===== src/rtl/spk_out_tx_pkg.sv =====
// Shared constants for the node flit formats and the spike transmitter FSM.
package spk_out_tx_pkg;

  localparam int FW_DEF        = 59;
  localparam int FTW_DEF       = 3;
  localparam int SW_DEF        = 24;
  localparam int DST_WIDTH_DEF = 21;
  localparam int NNW_DEF       = 12;

  localparam logic [2:0] FLIT_TYPE_CFG = 3'b000;
  localparam logic [2:0] FLIT_TYPE_WGT = 3'b001;
  localparam logic [2:0] FLIT_TYPE_SPK = 3'b010;
  localparam logic [2:0] FLIT_TYPE_RD  = 3'b011;
  localparam logic [2:0] FLIT_TYPE_ACK = 3'b100;

  // Field LSB positions inside a default-width flit, type field at the top
  localparam int FLIT_TYPE_LSB = FW_DEF - FTW_DEF;
  localparam int FLIT_DST_LSB  = FLIT_TYPE_LSB - DST_WIDTH_DEF;
  localparam int FLIT_SPK_LSB  = FLIT_DST_LSB - SW_DEF;

  typedef enum logic [1:0] {
    ST_IDLE = 2'd0,
    ST_LOAD = 2'd1,
    ST_SEND = 2'd2
  } tx_state_e;

endpackage


===== src/rtl/spk_out_tx_if.sv =====
// Flit injection handshake between the spike transmitter and the router port.
interface spk_out_tx_if;
  import spk_out_tx_pkg::*;

  logic [FW_DEF-1:0] flit_out;
  logic              flit_out_vld;
  logic              flit_out_rdy;

  modport master (output flit_out, output flit_out_vld, input flit_out_rdy);
  modport slave  (input flit_out, input flit_out_vld, output flit_out_rdy);
endinterface


===== src/rtl/spk_out_tx_sync_fifo.sv =====
// Synchronous FIFO with registered occupancy; head word is visible on rd_data.
module sync_fifo #(
  parameter int W  = 12,
  parameter int AW = 4
) (
  input  logic         clk,
  input  logic         rst_n,
  input  logic         clr,
  input  logic         wr_en,
  input  logic [W-1:0] wr_data,
  input  logic         rd_en,
  output logic [W-1:0] rd_data,
  output logic [AW:0]  cnt,
  output logic         full,
  output logic         empty
);
  localparam logic [AW:0]   DEPTH   = {1'b1, {AW{1'b0}}};
  localparam logic [AW-1:0] PTR_ONE = {{(AW-1){1'b0}}, 1'b1};

  logic [W-1:0]  mem_r [0:(1<<AW)-1];
  logic [AW-1:0] wr_ptr_r;
  logic [AW-1:0] rd_ptr_r;
  logic [AW:0]   cnt_r;
  logic          wr_ok_s;
  logic          rd_ok_s;

  assign full    = (cnt_r == DEPTH);
  assign empty   = (cnt_r == {(AW+1){1'b0}});
  assign cnt     = cnt_r;
  assign rd_data = mem_r[rd_ptr_r];

  // Qualify requests against the pre-operation full/empty state
  always_comb begin
    wr_ok_s = wr_en & ~full & ~clr;
    rd_ok_s = rd_en & ~empty & ~clr;
  end

  // Storage array
  always_ff @(posedge clk) begin
    if (wr_ok_s) mem_r[wr_ptr_r] <= wr_data;
  end

  // Pointers and occupancy; pointers wrap naturally at the array size
  always_ff @(posedge clk) begin
    if (!rst_n) begin
      wr_ptr_r <= {AW{1'b0}};
      rd_ptr_r <= {AW{1'b0}};
      cnt_r    <= {(AW+1){1'b0}};
    end else if (clr) begin
      wr_ptr_r <= {AW{1'b0}};
      rd_ptr_r <= {AW{1'b0}};
      cnt_r    <= {(AW+1){1'b0}};
    end else begin
      if (wr_ok_s) wr_ptr_r <= wr_ptr_r + PTR_ONE;
      if (rd_ok_s) rd_ptr_r <= rd_ptr_r + PTR_ONE;
      cnt_r <= cnt_r + {{AW{1'b0}}, wr_ok_s} - {{AW{1'b0}}, rd_ok_s};
    end
  end
endmodule


===== src/rtl/spk_out_tx.sv =====
// Spike transmitter: queues fired neuron IDs and emits one spike flit per
// configured destination onto the router injection port.
module spk_out_tx
  import spk_out_tx_pkg::*;
#(
  parameter int              FW        = FW_DEF,
  parameter int              FTW       = FTW_DEF,
  parameter int              NNW       = NNW_DEF,
  parameter int              SW        = SW_DEF,
  parameter int              DST_WIDTH = DST_WIDTH_DEF,
  parameter int              DST_DEPTH = 4,
  parameter int              FIFO_AW   = 4,
  parameter logic [FTW-1:0]  SPK_TYPE  = FLIT_TYPE_SPK
) (
  input  logic                         clk,
  input  logic                         rst_n,
  input  logic                         soma_fire_vld,
  input  logic                         soma_spk_out_fire,
  input  logic [NNW-1:0]               soma_neuron_id,
  input  logic                         config_spk_enable,
  input  logic                         config_spk_clear,
  input  logic                         config_dst_we,
  input  logic [$clog2(DST_DEPTH)-1:0] config_dst_waddr,
  input  logic [DST_WIDTH-1:0]         config_dst_wdata,
  input  logic [$clog2(DST_DEPTH):0]   config_dst_num,
  spk_out_tx_if.master                 tx,
  output logic                         spk_out_busy,
  output logic                         spk_out_overflow,
  output logic [FIFO_AW:0]             spk_fifo_cnt
);
  localparam int DAW  = $clog2(DST_DEPTH);
  localparam int NUMW = DAW + 1;
  localparam logic [NUMW-1:0] NUM_ONE = {{(NUMW-1){1'b0}}, 1'b1};
  localparam logic [DAW-1:0]  IDX_ONE = {{(DAW-1){1'b0}}, 1'b1};

  tx_state_e             state_r, state_nxt_s;
  logic [DST_WIDTH-1:0]  dst_tab_r [0:DST_DEPTH-1];
  logic [FW-1:0]         flit_r;
  logic                  vld_r, busy_r, ovf_r;
  logic [NNW-1:0]        nid_r;
  logic [DAW-1:0]        dst_idx_r;
  logic [DAW-1:0]        dst_idx_nxt_s;
  logic [NNW-1:0]        head_s;
  logic [FIFO_AW:0]      fifo_cnt_s, cnt_nxt_s;
  logic                  fifo_full_s, fifo_empty_s;
  logic                  push_req_s, push_ok_s, pop_s, pop_ok_s, more_s;
  logic                  load_first_s, load_next_s, done_s, vld_nxt_s, busy_nxt_s;

  function automatic logic [FW-1:0] mk_flit(input logic [DST_WIDTH-1:0] dst,
                                            input logic [NNW-1:0] nid);
    logic [FW-1:0] f;
    f = '0;
    f[FW-1 -: FTW]                     = SPK_TYPE;
    f[FW-FTW-1 -: DST_WIDTH]           = dst;
    f[FW-FTW-DST_WIDTH-1 -: SW]        = {{(SW-NNW){1'b0}}, nid};
    return f;
  endfunction

  sync_fifo #(.W(NNW), .AW(FIFO_AW)) u_fifo (
    .clk     (clk),
    .rst_n   (rst_n),
    .clr     (config_spk_clear),
    .wr_en   (push_req_s),
    .wr_data (soma_neuron_id),
    .rd_en   (pop_s),
    .rd_data (head_s),
    .cnt     (fifo_cnt_s),
    .full    (fifo_full_s),
    .empty   (fifo_empty_s)
  );

  assign tx.flit_out       = flit_r;
  assign tx.flit_out_vld   = vld_r;
  assign spk_out_busy      = busy_r;
  assign spk_out_overflow  = ovf_r;
  assign spk_fifo_cnt      = fifo_cnt_s;

  // Push qualification and burst position
  always_comb begin
    push_req_s    = soma_fire_vld & soma_spk_out_fire & config_spk_enable & ~config_spk_clear;
    push_ok_s     = push_req_s & ~fifo_full_s;
    dst_idx_nxt_s = dst_idx_r + IDX_ONE;
    more_s        = (({1'b0, dst_idx_r}) + NUM_ONE) < config_dst_num;
  end

  // Next-state and transmit strobes; clear overrides every state
  always_comb begin
    state_nxt_s  = state_r;
    pop_s        = 1'b0;
    load_first_s = 1'b0;
    load_next_s  = 1'b0;
    done_s       = 1'b0;
    if (config_spk_clear) begin
      state_nxt_s = ST_IDLE;
    end else begin
      case (state_r)
        ST_IDLE: begin
          if (!fifo_empty_s) state_nxt_s = ST_LOAD;
          else               state_nxt_s = ST_IDLE;
        end
        ST_LOAD: begin
          pop_s = 1'b1;
          if (config_dst_num == {NUMW{1'b0}}) begin
            // ID discarded; keep draining while more remain behind it
            if (fifo_cnt_s > {{FIFO_AW{1'b0}}, 1'b1}) state_nxt_s = ST_LOAD;
            else                                      state_nxt_s = ST_IDLE;
          end else begin
            load_first_s = 1'b1;
            state_nxt_s  = ST_SEND;
          end
        end
        ST_SEND: begin
          if (vld_r && tx.flit_out_rdy) begin
            if (more_s) begin
              load_next_s = 1'b1;
              state_nxt_s = ST_SEND;
            end else begin
              done_s = 1'b1;
              if (!fifo_empty_s) state_nxt_s = ST_LOAD;
              else               state_nxt_s = ST_IDLE;
            end
          end else begin
            state_nxt_s = ST_SEND;
          end
        end
        default: state_nxt_s = ST_IDLE;
      endcase
    end
  end

  // Look-ahead of occupancy, valid and busy so busy is exact when registered
  always_comb begin
    pop_ok_s  = pop_s & ~fifo_empty_s;
    vld_nxt_s = ~config_spk_clear & (load_first_s | load_next_s | (vld_r & ~done_s));
    if (config_spk_clear) begin
      cnt_nxt_s = {(FIFO_AW+1){1'b0}};
    end else begin
      cnt_nxt_s = fifo_cnt_s + {{FIFO_AW{1'b0}}, push_ok_s} - {{FIFO_AW{1'b0}}, pop_ok_s};
    end
    busy_nxt_s = (cnt_nxt_s != {(FIFO_AW+1){1'b0}}) | vld_nxt_s | (state_nxt_s != ST_IDLE);
  end

  // FSM state register
  always_ff @(posedge clk) begin
    if (!rst_n) state_r <= ST_IDLE;
    else        state_r <= state_nxt_s;
  end

  // Destination table, writable at any time
  always_ff @(posedge clk) begin
    if (config_dst_we) dst_tab_r[config_dst_waddr] <= config_dst_wdata;
  end

  // Flit register, burst bookkeeping and status flags
  always_ff @(posedge clk) begin
    if (!rst_n || config_spk_clear) begin
      flit_r    <= {FW{1'b0}};
      vld_r     <= 1'b0;
      nid_r     <= {NNW{1'b0}};
      dst_idx_r <= {DAW{1'b0}};
      busy_r    <= 1'b0;
      ovf_r     <= 1'b0;
    end else begin
      vld_r  <= vld_nxt_s;
      busy_r <= busy_nxt_s;
      if (push_req_s && fifo_full_s) ovf_r <= 1'b1;
      if (pop_s) begin
        nid_r     <= head_s;
        dst_idx_r <= {DAW{1'b0}};
      end
      if (load_first_s) begin
        flit_r <= mk_flit(dst_tab_r[{DAW{1'b0}}], head_s);
      end else if (load_next_s) begin
        flit_r    <= mk_flit(dst_tab_r[dst_idx_nxt_s], nid_r);
        dst_idx_r <= dst_idx_nxt_s;
      end
    end
  end
endmodule


===== src/flat_wrapper.sv =====
// flat-port wrapper written by rule: the top's interface ports become plain ports
module spk_out_tx_flat import spk_out_tx_pkg::*;
#(
  parameter int              FW        = FW_DEF,
  parameter int              FTW       = FTW_DEF,
  parameter int              NNW       = NNW_DEF,
  parameter int              SW        = SW_DEF,
  parameter int              DST_WIDTH = DST_WIDTH_DEF,
  parameter int              DST_DEPTH = 4,
  parameter int              FIFO_AW   = 4,
  parameter logic [FTW-1:0]  SPK_TYPE  = FLIT_TYPE_SPK
)
  (clk, rst_n, soma_fire_vld, soma_spk_out_fire, soma_neuron_id, config_spk_enable, config_spk_clear, config_dst_we, config_dst_waddr, config_dst_wdata, config_dst_num, spk_out_busy, spk_out_overflow, spk_fifo_cnt, tx_flit_out, tx_flit_out_vld, tx_flit_out_rdy);
  spk_out_tx_if tx_i ();
  input  logic clk;
  input  logic rst_n;
  input  logic soma_fire_vld;
  input  logic soma_spk_out_fire;
  input  logic [NNW-1:0] soma_neuron_id;
  input  logic config_spk_enable;
  input  logic config_spk_clear;
  input  logic config_dst_we;
  input  logic [$clog2(DST_DEPTH)-1:0] config_dst_waddr;
  input  logic [DST_WIDTH-1:0] config_dst_wdata;
  input  logic [$clog2(DST_DEPTH):0] config_dst_num;
  output logic spk_out_busy;
  output logic spk_out_overflow;
  output logic [FIFO_AW:0] spk_fifo_cnt;
  output wire logic [$bits(tx_i.flit_out)-1:0] tx_flit_out;
  output wire logic [$bits(tx_i.flit_out_vld)-1:0] tx_flit_out_vld;
  input wire logic [$bits(tx_i.flit_out_rdy)-1:0] tx_flit_out_rdy;
  assign tx_flit_out = tx_i.flit_out;
  assign tx_flit_out_vld = tx_i.flit_out_vld;
  assign tx_i.flit_out_rdy = tx_flit_out_rdy;
  spk_out_tx #(.FW(FW), .FTW(FTW), .NNW(NNW), .SW(SW), .DST_WIDTH(DST_WIDTH), .DST_DEPTH(DST_DEPTH), .FIFO_AW(FIFO_AW), .SPK_TYPE(SPK_TYPE)) u_core (.clk(clk), .rst_n(rst_n), .soma_fire_vld(soma_fire_vld), .soma_spk_out_fire(soma_spk_out_fire), .soma_neuron_id(soma_neuron_id), .config_spk_enable(config_spk_enable), .config_spk_clear(config_spk_clear), .config_dst_we(config_dst_we), .config_dst_waddr(config_dst_waddr), .config_dst_wdata(config_dst_wdata), .config_dst_num(config_dst_num), .tx(tx_i), .spk_out_busy(spk_out_busy), .spk_out_overflow(spk_out_overflow), .spk_fifo_cnt(spk_fifo_cnt));
endmodule

===== config.mk =====
export PLATFORM = sky130hd
export DESIGN_NAME = spk_out_tx_flat
export DESIGN_NICKNAME = d
export VERILOG_FILES = /design/src/rtl/spk_out_tx_pkg.sv /design/src/rtl/spk_out_tx_if.sv /design/src/rtl/spk_out_tx_sync_fifo.sv /design/src/rtl/spk_out_tx.sv /design/src/flat_wrapper.sv
export SDC_FILE = /design/constraint.sdc
export NUM_CORES = 1
export LEC_CHECK = 0
export BUFFER_PORTS_ARGS = -buffer_cell sky130_fd_sc_hd__buf_2
export CAP_MARGIN = 10
export CORE_ASPECT_RATIO = 0.9
export CORE_MARGIN = 4
export CORE_UTILIZATION = 45
export CTS_BUF_LIST = sky130_fd_sc_hd__clkbuf_8
export CTS_CLUSTER_SIZE = 16
export DETAILED_ROUTE_END_ITERATION = 8
export GPL_TIMING_DRIVEN = 0
export PLACE_DENSITY = 0.6
export SETUP_SLACK_MARGIN = 0.4
export SYNTH_ARGS = -nofsm -noshare
export SYNTH_HDL_FRONTEND = slang
export SYNTH_SLANG_ARGS = --single-unit

===== constraint.sdc =====
create_clock -name clk -period 7.9 [get_ports clk]
set_clock_uncertainty 0.15 [all_clocks]
set_input_delay 1.58 -clock clk [delete_from_list [all_inputs] [get_ports clk]]
set_output_delay 1.58 -clock clk [all_outputs]
set_load 0.01 [all_outputs]

Yosys cells after proc, flatten, opt, wreduce, memory -nomap -nowiden
Memories as Yosys holds them, arrays and structs flattened. A register that Yosys moved wholly into a read port is not among the register bits.
Index checks and enable logic that the tools add are counted.
{"block": "word_totals", "input_bits": 46, "ramBits": 276, "regBits": 66, "n_memories": 2, "out_inout_bits": 67, "word_cells": 86}
{"block": "classes", "n_eq_ne": 3, "n_lt_le_gt_ge": 2, "n_reduce_logical": 11, "bitwise": 18, "add_sub_neg": 8, "muxes": 32}
{"memory": "u_core.u_fifo.mem_r", "depth": 16, "word_bits": 12, "read_ports": 1, "rd_ports_with_merged_regs": 1, "write_ports": 1, "line_no": "spk_out_tx_sync_fifo.sv:20", "rtl": "logic [W-1:0] mem_r [0:(1<<AW)-1];"}
{"memory": "u_core.dst_tab_r", "depth": 4, "word_bits": 21, "read_ports": 2, "rd_ports_with_merged_regs": 0, "write_ports": 1, "line_no": "spk_out_tx.sv:37", "rtl": "logic [DST_WIDTH-1:0] dst_tab_r [0:DST_DEPTH-1];"}
{"op": "58-bit two-way mux", "n": 2}
{"op": "1-bit two-way mux", "n": 19}
{"op": "2-bit two-way mux", "n": 7}
{"op": "5-bit by 1-bit adder with 5-bit output", "n": 2}
{"op": "5-bit by 1-bit subtractor with 5-bit output", "n": 2}
{"op": "1-bit bitwise AND", "n": 9}
{"op": "4-bit by 1-bit adder with 4-bit output (second input constant)", "n": 2}
{"op": "4-bit two-way mux", "n": 2}
{"op": "2-bit case mux with 3 select lines", "n": 1}
{"op": "5-bit == test (second input constant)", "n": 1}
{"op": "5-bit by 1-bit greater-than comparator with 1-bit output (second input constant)", "n": 1}
{"op": "5-bit zero test", "n": 1}
{"op": "5-bit two-way mux", "n": 1}
{"op": "1-bit NOT", "n": 5}
{"op": "5-bit nonzero test", "n": 1}
{"op": "1-bit bitwise OR", "n": 4}
{"op": "2-bit nonzero test", "n": 2}
{"op": "2-bit by 1-bit adder with 3-bit output (second input constant)", "n": 1}
{"op": "3-bit zero test", "n": 1}
{"op": "3-bit < comparator", "n": 1}
{"op": "2-bit by 1-bit adder with 2-bit output (second input constant)", "n": 1}
{"op": "2-bit by 1-bit == test with 1-bit output (second input constant)", "n": 1}
{"op": "2-bit == test (second input constant)", "n": 1}
{"op": "1-bit logical AND", "n": 2}
{"op": "other kinds (4)", "n": 4}

Depth between registers and ports, before layout
{"block": "depth", "word_depth": 12, "ltp_mapped": 15, "mapped_depth_nobuf": 14}

Hierarchy
From an unflattened synthesis, not the netlist that was laid out.
{"block": "hier_totals", "hier_cells": 840, "area_unflattened_um2": 13920.9}
{"module": "sync_fifo", "area_per_inst_um2": 8175.3, "n_inst": 1, "seq_area_each_um2": 6105.9, "cells_each": 407}
{"module": "spk_out_tx", "area_per_inst_um2": 5745.5, "n_inst": 1, "seq_area_each_um2": 3583.4, "cells_each": 433}

Least setup slack after synthesis
Ideal clock, no wire load.
{"block": "synth_path", "path_type": "in2reg", "start": "input config_spk_clear", "end": "register u_core.busy_r, in the netlist u_core.spk_out_busy", "arrival_ps": 3970, "t_required_ps": 7618, "setup_time_ps": 132, "path_slack_ps": 3648, "path_buffers": 2, "cell_stages": 12, "cell_sequence": "buf_2 -> and4b_1 -> nor2b_1 -> buf_2 -> inv_1 -> ha_1 -> inv_1 -> ha_1 -> fa_1 -> or4_1 -> nor3_1 -> a31oi_1"}
{"block": "synth_via", "elab_chain_cells": 9, "word_cells_on_any_way": 22, "classes_between": "2 x add/sub; 6 x mux; 11 x bitwise; 3 x reduce/logical"}
{"item": "start: declaration", "line_no": "flat_wrapper.sv:21", "rtl": "input logic config_spk_clear;"}
{"item": "1-bit NOT", "line_no": "spk_out_tx.sv:80, spk_out_tx.sv:134"}
{"item": "1-bit bitwise AND", "line_no": "spk_out_tx.sv:80", "rtl": "push_req_s = soma_fire_vld & soma_spk_out_fire & config_spk_enable & ~config_spk_clear;"}
{"item": "1-bit bitwise AND", "line_no": "spk_out_tx.sv:81", "rtl": "push_ok_s = push_req_s & ~fifo_full_s;"}
{"item": "5-bit by 1-bit adder with 5-bit output", "line_no": "spk_out_tx.sv:138", "rtl": "cnt_nxt_s = fifo_cnt_s + {{FIFO_AW{1'b0}}, push_ok_s} - {{FIFO_AW{1'b0}}, pop_ok_s};"}
{"item": "5-bit by 1-bit subtractor with 5-bit output", "line_no": "spk_out_tx.sv:138"}
{"item": "5-bit two-way mux", "line_no": "spk_out_tx.sv:135", "rtl": "if (config_spk_clear) begin"}
{"item": "5-bit nonzero test", "line_no": "spk_out_tx.sv:140", "rtl": "busy_nxt_s = (cnt_nxt_s != {(FIFO_AW+1){1'b0}}) | vld_nxt_s | (state_nxt_s != ST_IDLE);"}
{"item": "1-bit bitwise OR (2 in series)", "line_no": "spk_out_tx.sv:140"}
{"item": "end signal: assignment", "line_no": "spk_out_tx.sv:165", "rtl": "busy_r <= busy_nxt_s;"}
{"item": "end: declaration", "line_no": "spk_out_tx.sv:39", "rtl": "logic vld_r, busy_r, ovf_r;"}
Several ways; a longest one is shown, not always the timed one.
A chain may end at the register's enable or synchronous reset.

Final worst setup path
Same ends and word-level chain as after synthesis.

==> impl_metrics.yaml <==
sta:
  fmax_mhz: 250.3
  finalCritPeriodShare_pct: 50.58
  min_period_ns: 3.996
  slew_violations: 0
  setup_tns_ns: 0
  worst_pin_slew_ns: 1.159
  fin_hold_ws_ns: 0.2981
  hold_viol: 0
  setup_violations: 0
  grt_setup_unrepaired: "false"
  relSlewSlack_pct: 22.70
grt:
  antenna_found_initial: 2
  grt_pass1_wl_mm: 44.82
  grt_max_degree: 22
  grt_pass1_vias: 7712
  grt_overflow: 0
  grt_usage_pct: 17.67
synthesis:
  ys_seq_elements: 346
  syn_area_sq_mm: 0.01361
  ys.flop_type: "edfxtp_1"
  synth_edf_count: 276
  synth_cell_types: 47
  synth_area_per_cell_sq_um: 16.99
  yosys.area.top_type: "edfxtp_1"
  synth_seq_area_share_pct: 71.19
  post_synth_main_area_contributors: "edfxtp_1, mux4_2, dfxtp_1, a22oi_1, ha_1"
  async_flop_share_pct: 0
  synth_warnings: 0
  syn_inst: 801
  yosys.area.top_type_share_pct: 60.89
detailed_routing:
  wl_met1_mm: 12.93
  wl_per_cell_um: 20.40
  wl_met2_mm: 13.85
  top_layer_used: "met5"
  drc: 0
  viasPerCell: 5.241
  drt_iter0_drc: 677
  finalWirelength_mm: 29.27
  vias: 7521
  wl_met3_mm: 1.886
  antenna_left: 0
  drtPass1Iterations: 5
power_and_ir_drop:
  irDropWorstVdd_v: 0.0001619
  internal_power_mw: 2.747
  switching_power_mw: 0.7313
  cellPowerDensity_mw_per_mm2: 218.5
  cellLeakagePower_nw: 5.509
  power_frac_seq_pct: 57.4
  sw_frac_of_total_pct: 21.02
  pwr-share-comb_pct: 2.4
  power_mw: 3.479
  clockPowerShare_pct: 40.2
critical_path:
  rr_endpoint: "u_core.spk_out_busy"
  startpoint_type: "input port"
  worstReg2RegStart: "u_core.u_fifo.cnt[3]"
  setup.worst_path.start: "config_spk_clear"
  crit_path_end_kind: "register"
  arrival_ns: 4.27
  worstPathRequired_ns: 8.17
  rrSetupSlack_ns: 4.45
  r2r_cells: 11
  path_class: "input port to register"
  worstSetupEndpoint: "u_core.spk_out_busy"
  critPathMaxFanout: 9
place:
  gp_congestion: 0.7825
  portBuffers: 86
  placed_cell_area_sq_mm: 0.01487
  dp_hpwl_mm: 19.99
die:
  core_sq_mm: 0.02988
  initial_core_util_pct: 45.55
  fp-row-count: 60
  die-area_sq_mm: 0.03310
  die_y_um: 173.0
  io_pins: 113
  die_w_um: 191.3
clock_tree:
  clock_latency_ns: 0.58
  cts_buffers: 54
  cts_root_buf: "clkbuf_8"
  postCtsSetupBuffers: 0
  clockBufferDepth: 3
  cts_resized: 0
  cts_tree: "done"
  clkTransAtPathRegs_ns: 0.06
  ctsHoldBuffers: 0
  cts.sinks: 346
  htreeDepth: 2
finish:
  final_cell_mix: "edfxtp_1, buf_2, dfxtp_1"
  post-route-util_pct: 53.28
  multi_input_area_sq_mm: 0.003562
  nets: 1055
  syn_to_final_growth_pct: 16.97
  postLayoutCellArea_sq_mm: 0.01592
  drive_gt1_share_pct: 29.10
  regArea_sq_mm: 0.009689
  final_common_cell: "edfxtp_1"
  nFillCells: 2457
worst_hold_path:
  hold_class: "register to register"
flow_run:
  cap_viol_max_count: 0
status:
  outcome: "finished, final reports clean"
-- cell type report --
| class | instances | share of cell area (%) |
|---|---|---|
| Antenna cell | 1 | 0.01572 |
| Buffer | 67 | 2.539 |
| Clock buffer | 56 | 4.841 |
| Clock inverter | 44 | 1.580 |
| Inverter | 20 | 0.4715 |
| Multi-Input combinational cell | 392 | 22.38 |
| Sequential cell | 346 | 60.86 |
| Tap cell | 403 | 3.167 |
| Timing Repair Buffer | 106 | 4.150 |
-- synthesized netlist by cell type, drive strengths merged (12+ instances only) --
master  count
a21oi      46
a22o       12
a22oi      57
buf        52
clkbuf     15
dfxtp      70
edfxtp    276
ha         20
inv        20
mux4       69
nand2      60
nor2       37
-- power by group through the flow --
| stage | combinational (mW) | clock (mW) | sequential (mW) |
|---|---|---|---|
| final | 0.0837 | 1.40 | 2.00 |
| after global routing | 0.0930 | 1.52 | 2.00 |
| after CTS | 0.0848 | 1.44 | 2.00 |
| after detailed placement | 0.0845 | 0 | 2.03 |
| after global placement | 0.0787 | 0 | 2.03 |
| after floorplan | 0.0401 | 0 | 2.03 |
-- metrics by stage --
step | worst slack [ns] | cells
CTS | 3.928 | 1432
global placement | 2.875 | 1314
floorplan | 3.648 | 825
detailed placement | 3.340 | 1332
finish | 3.904 | 1435
global route | 3.714 | 1434
-- per-layer routing --
layer | track usage (%) | vias to the layer above
met5 | 0 | -
met4 | 4.817 | 4
met3 | 3.694 | 52
met2 | 27.73 | 228
met1 | 25.37 | 3771
li1 | - | 3466
-- worst max-delay path: stages --
cell     delay, ns
buf_2         0.18
and4b_1       0.30
nor2b_1       0.14
buf_2         0.20
inv_1         0.06
ha_1          0.27
inv_1         0.04
ha_1          0.20
fa_1          0.43
or4_1         0.52
nor3_1        0.23
a31oi_1       0.12
-- sequential cells by signal, summed over array words and instances, names as in the netlist, named ones only --
register and cells:
u_core.dst_idx_r 2, u_core.dst_tab_r 84, u_core.spk_out_busy 1, u_core.tx.flit_out_vld 1
u_core.u_fifo.wr_ptr_r 4, u_core.state_r 2, u_core.nid_r 12, u_core.u_fifo.mem_r 192
u_core.tx.flit_out 34, u_core.u_fifo.rd_ptr_r 4, u_core.u_fifo.cnt 5, u_core.spk_out_overflow 1
-- logic make-up (layout without fill, tap and decap cells) --
family | Yosys count | after routing | share of synthesized area [%]
AO/OA/AOI/OAI | 127 | 127 | 6.205
buffers and inverters | 87 | 293 | 3.521
other | 1 | 26 | 0.02755
XOR/XNOR | 10 | 10 | 0.6435
flip-flops | 346 | 346 | 71.19
adder cells (fa/ha/maj) | 22 | 22 | 2.133
multiplexers | 72 | 72 | 11.65
AND/OR/NAND/NOR | 136 | 136 | 4.633
-- worst min path at each step --
| stage | depth (start not counted) | start | end | slack (ns) |
|---|---|---|---|---|
| 2_1_floorplan | 1 | u_core.nid_r[0] | u_core.nid_r[0] | 0.29 |
| 3_3_place_gp | 2 | u_core.tx.flit_out[57] | u_core.tx.flit_out[57] | 0.28 |
| 3_5_place_dp | 2 | u_core.tx.flit_out[57] | u_core.tx.flit_out[57] | 0.29 |
| 4_1_cts | 2 | u_core.tx.flit_out[57] | u_core.tx.flit_out[57] | 0.30 |
| 5_1_grt | 2 | u_core.tx.flit_out[39] | u_core.tx.flit_out[39] | 0.31 |
| 6_report | 2 | u_core.tx.flit_out[57] | u_core.tx.flit_out[57] | 0.30 |
(Power assumes the default switching activity.)
